### config.mk
export PLATFORM = sky130hd
export DESIGN_NAME = ram_arbiter_2p
export DESIGN_NICKNAME = d
export VERILOG_FILES = /design/src/rtl/ram_arbiter_2p.sv
export SDC_FILE = /design/constraint.sdc
export NUM_CORES = 1
export LEC_CHECK = 0
export ABC_CLOCK_PERIOD_IN_PS = 2100
export CORE_MARGIN = 5
export CORE_UTILIZATION = 43
export DETAILED_ROUTE_END_ITERATION = 16
export PLACE_DENSITY = 0.83
export SYNTH_ARGS = -nofsm -noshare
export SYNTH_HDL_FRONTEND = slang
export SYNTH_SLANG_ARGS = --single-unit
### constraint.sdc
create_clock -name clk -period 2.1 [get_ports clk]
set_clock_uncertainty 0.05 [all_clocks]
set_input_delay 0.21 -clock clk [delete_from_list [all_inputs] [get_ports clk]]
set_output_delay 0.21 -clock clk [all_outputs]
set_load 0.02 [all_outputs]
### src/rtl/ram_arbiter_2p.sv
// Two-master req/ack arbiter and sequencer in front of a single-port RAM with 1-cycle read latency.
// Build option: define ARB_FIXED_PRIO_EN for fixed priority (port 0 wins); default is round-robin.
module ram_arbiter_2p #(
  parameter int ADDR_WIDTH = 10,
  parameter int DATA_WIDTH = 16
) (
  input  logic                  clk,
  input  logic                  rst,
  input  logic                  req0,
  input  logic                  we0,
  input  logic [ADDR_WIDTH-1:0] addr0,
  input  logic [DATA_WIDTH-1:0] din0,
  output logic                  ack0,
  output logic                  rvalid0,
  output logic [DATA_WIDTH-1:0] rdata0,
  input  logic                  req1,
  input  logic                  we1,
  input  logic [ADDR_WIDTH-1:0] addr1,
  input  logic [DATA_WIDTH-1:0] din1,
  output logic                  ack1,
  output logic                  rvalid1,
  output logic [DATA_WIDTH-1:0] rdata1,
  output logic                  ram_we,
  output logic [ADDR_WIDTH-1:0] ram_addr,
  output logic [DATA_WIDTH-1:0] ram_din,
  input  logic [DATA_WIDTH-1:0] ram_dout,
  output logic                  busy
);

  typedef enum logic [1:0] {IDLE, ISSUE, RDWAIT, RDCAP} state_t;

  state_t                  state_reg, state_next;
  logic                    port_reg;
  logic                    we_reg;
  logic [ADDR_WIDTH-1:0]   addr_reg;
  logic [DATA_WIDTH-1:0]   din_reg;
  logic [DATA_WIDTH-1:0]   rdata0_reg, rdata1_reg;
  logic                    grant_any;
  logic                    grant_port;
`ifndef ARB_FIXED_PRIO_EN
  logic                    last_gnt_reg;
`endif

  // Winner selection; only meaningful while grant_any is high.
  always_comb begin
    grant_any = req0 | req1;
`ifdef ARB_FIXED_PRIO_EN
    grant_port = ~req0;
`else
    if (req0 && req1) begin
      grant_port = ~last_gnt_reg;
    end else begin
      grant_port = ~req0;
    end
`endif
  end

  always_ff @(posedge clk) begin
    if (rst) begin
      state_reg <= IDLE;
    end else begin
      state_reg <= state_next;
    end
  end

  always_comb begin
    state_next = state_reg;
    ack0       = 1'b0;
    ack1       = 1'b0;
    rvalid0    = 1'b0;
    rvalid1    = 1'b0;
    ram_we     = 1'b0;
    case (state_reg)
      IDLE: begin
        if (grant_any) begin
          state_next = ISSUE;
        end
      end
      ISSUE: begin
        ack0       = ~port_reg;
        ack1       = port_reg;
        ram_we     = we_reg;
        state_next = we_reg ? IDLE : RDWAIT;
      end
      RDWAIT: begin
        state_next = RDCAP;
      end
      RDCAP: begin
        rvalid0    = ~port_reg;
        rvalid1    = port_reg;
        state_next = IDLE;
      end
      default: begin
        state_next = IDLE;
      end
    endcase
  end

  // Request latch is loaded only on an accept, so RAM address/data hold between accesses.
  always_ff @(posedge clk) begin
    if (rst) begin
      port_reg     <= 1'b0;
      we_reg       <= 1'b0;
      addr_reg     <= '0;
      din_reg      <= '0;
`ifndef ARB_FIXED_PRIO_EN
      last_gnt_reg <= 1'b1;
`endif
    end else if (state_reg == IDLE && grant_any) begin
      port_reg     <= grant_port;
      we_reg       <= grant_port ? we1 : we0;
      addr_reg     <= grant_port ? addr1 : addr0;
      din_reg      <= grant_port ? din1 : din0;
`ifndef ARB_FIXED_PRIO_EN
      last_gnt_reg <= grant_port;
`endif
    end
  end

  // ram_dout is valid during RDWAIT; capturing at its end makes rdata visible with rvalid.
  always_ff @(posedge clk) begin
    if (rst) begin
      rdata0_reg <= '0;
      rdata1_reg <= '0;
    end else if (state_reg == RDWAIT) begin
      if (port_reg) begin
        rdata1_reg <= ram_dout;
      end else begin
        rdata0_reg <= ram_dout;
      end
    end
  end

  assign ram_addr = addr_reg;
  assign ram_din  = din_reg;
  assign rdata0   = rdata0_reg;
  assign rdata1   = rdata1_reg;
  assign busy     = (state_reg != IDLE);

endmodule
==> flow_summary.json, run 1 <==
{
  "rsz0062_at_grt": "no",
  "row_count": 29,
  "drv_cap": 0,
  "die_area_mm2": 0.00818,
  "firstDrtPassIters": 4,
  "seq_area_frac_synth_pct": 45.3,
  "cts_tree": "done",
  "p_leak_nw": 1.50,
  "avgRoutedWirePerCell_um": 15.9,
  "wirelength_um": 8530,
  "max_freq_mhz": 518,
  "diodes": 0,
  "hold_violations": 0,
  "area_growth_pct": 56.8,
  "grt_pass1_wl_um": 13700,
  "drt_iter0_drc": 83,
  "critPathLaunchType": "register",
  "grt_pass1_vias": 2858,
  "viasPerCell": 5.44,
  "cts_htree_levels": 3,
  "finalCritPeriodShare_pct": 91.9,
  "io_pins": 138,
  "wl_met2_um": 3860,
  "max-slew-margin-rel_pct": 55.3,
  "ys_ff_latch": 63,
  "critPathKind": "register to primary output",
  "syn_nets": 406,
  "drcViolationCount": 0,
  "drtAntennaViolNets": 0,
  "design_area_mm2": 0.00436,
  "cts_made_buffers": 9,
  "placed_area_mm2": 0.00416,
  "totalNegativeSetupSlack_ns": 0,
  "insertion_delay_ns": 0.33,
  "design.core.area_mm2": 0.00631,
  "gr-total-overflow": 0,
  "track_usage_pct": 20.3,
  "cts_sinks": 63,
  "fin_crit_ns": 1.93,
  "postCtsSetupRepairBufs": 0,
  "p_total_mw": 3.29,
  "setup_ws_ns": 0.169,
  "netlist_instances": 332,
  "r2r_setup_slack_ns": 0.53,
  "crit_path_end_kind": "primary output",
  "grt_max_degree": 31,
  "die_x_um": 90.4,
  "clockRootBuffer": "clkbuf_8",
  "crit_fanout": 10,
  "hold_path_class": "input pin to register",
  "drive_gt1_share_pct": 10.9,
  "synth.cell_area_mm2": 0.00278,
  "setup_viol": 0,
  "fin_nets": 528,
  "ys_types": 26,
  "status": "complete, no violations",
  "dp_slack_ns": 0.205,
  "ys_warn_count": 0,
  "dr.max_layer_used": "met4",
  "antenna_found_initial": 0,
  "die_h_um": 90.4,
  "n_fill_cell": 511,
  "vias": 2917,
  "place.port_buffers": 137,
  "tightest_slew_ns": 0.669,
  "start_util_pct": 44.1,
  "required_ns": 1.84,
  "syn_avg_cell_area_um2": 8.38,
  "power_density_mw_per_mm2": 753,
  "crit_arrival_ns": 1.67,
  "dp_hpwl_um": 6260,
  "path_clk_slew_ns": 0.07,
  "clockBufferDepth": 2,
  "globalplace.congestion": 0.833,
  "wl_met1_um": 3600,
  "final_max_slew_viol_count": 0,
  "met3_wirelength_um": 906,
  "vdd_drop_max_uv": 586
}
==> final cells by class <==
type                    count  area [um^2]  area share, %
inverters                   2         7.51          0.172
clock inverters             4         70.1           1.61
flip-flops and latches     63         1260           28.9
clock buffers              12          135           3.10
well taps                  77         96.3           2.21
repair buffers            148         1460           33.5
multi-input cells         230         1330           30.5
==> layer usage <==
metal,vias up,track usage [%]
li1,1418,-
met5,-,0
met3,14,6.92
met2,153,31.8
met4,0,9.06
met1,1332,25.1
==> critical path: stages (launching register included) <==
cell and delay, ns:
dfxtp_1 0.40, nor2b_2 0.18, nor2b_1 0.15, clkdlybuf4s50_1 0.61
==> cells in the final DEF (no fill, tap or decap), types with 2 or more instances in the layout <==
cell	instances
a311oi_1	7
clkbuf_1	3
nor2_1	2
clkdlybuf4s50_1	136
clkbuf_8	9
inv_2	2
nand2_1	65
nand3_1	27
nand2b_1	3
a21oi_1	62
a311oi_2	20
nor2b_1	2
nor3_1	3
o21ai_0	17
bufinv_16	2
buf_4	10
clkinv_2	2
dfxtp_1	63
o21ai_1	10
and2_1	3
==> metrics by stage <==
stage	hold WS, ns	cells	util (%)
global placement	0.392	520	65.8
floorplan	0.296	332	-
global route	0.228	536	69.1
detailed placement	0.397	520	65.8
finish	0.216	536	69.1
CTS	0.205	536	69.1
==> synth_stat cells <==
master / count / area share [%]
nor2_2: 1 / 0.22
nor2b_1: 3 / 0.67
buf_4: 1 / 0.27
and2_1: 3 / 0.67
and3_1: 1 / 0.22
or3b_1: 1 / 0.31
nand2b_1: 3 / 0.67
or2_1: 1 / 0.22
a311oi_2: 20 / 11
nor3_1: 3 / 0.54
clkbuf_1: 17 / 2.3
inv_2: 2 / 0.27
nand3_1: 27 / 4.9
dfxtp_1: 63 / 45
o21bai_1: 1 / 0.27
buf_6: 3 / 1.2
nor2_1: 2 / 0.27
and3b_1: 1 / 0.31
nor3b_2: 1 / 0.45
buf_2: 16 / 2.9
a311oi_1: 7 / 2.2
nand2_1: 65 / 8.8
nand3b_1: 1 / 0.27
a21oi_1: 62 / 11
o21ai_0: 17 / 3.1
o21ai_1: 10 / 1.8
==> report_power, final <==
group	internal, mW	switching (mW)	total [mW]
clock	0.666	0.434	1.10
sequential	1.29	0.0612	1.35
combinational	0.412	0.423	0.835
total	2.37	0.918	3.29
==> repair_timing <==
| item | 4_1_cts | 5_1_grt |
|---|---|---|
| hold buffers | 0 | 0 |
| endpoints found under the hold margin | 0 | 0 |
| endpoints found under the setup margin | 0 | 1 |
| gates resized for setup | 0 | 1 |
==> cells by family after synthesis <==
group / Yosys count / synth area share, %
AOI/OAI and AO/OA: 117 / 29.3
buffers and inverters: 39 / 6.92
DFF: 63 / 45.3
and+or+nand+nor: 113 / 18.5
==> worst paths after layout <==
kind                  start    endpoint  cells past startpoint
setup reg to reg   register  rdata0[15]                      3
setup / recovery   register        ack0                      3
hold reg to reg   rdata0[7]   rdata0[7]                      2
hold / removal          rst  rdata0[12]                      2
No activity file was read; power rests on OpenSTA's default activity.
==> inputs of run 2 (changes only) <==
GPL_ROUTABILITY_DRIVEN = 0   (was unset)
HOLD_SLACK_MARGIN = 0.1   (was unset)
SETUP_SLACK_MARGIN = 0.02   (was unset)
==> results of run 2 <==
No change in the layout: final DEF, timing and power equal those of run 1.
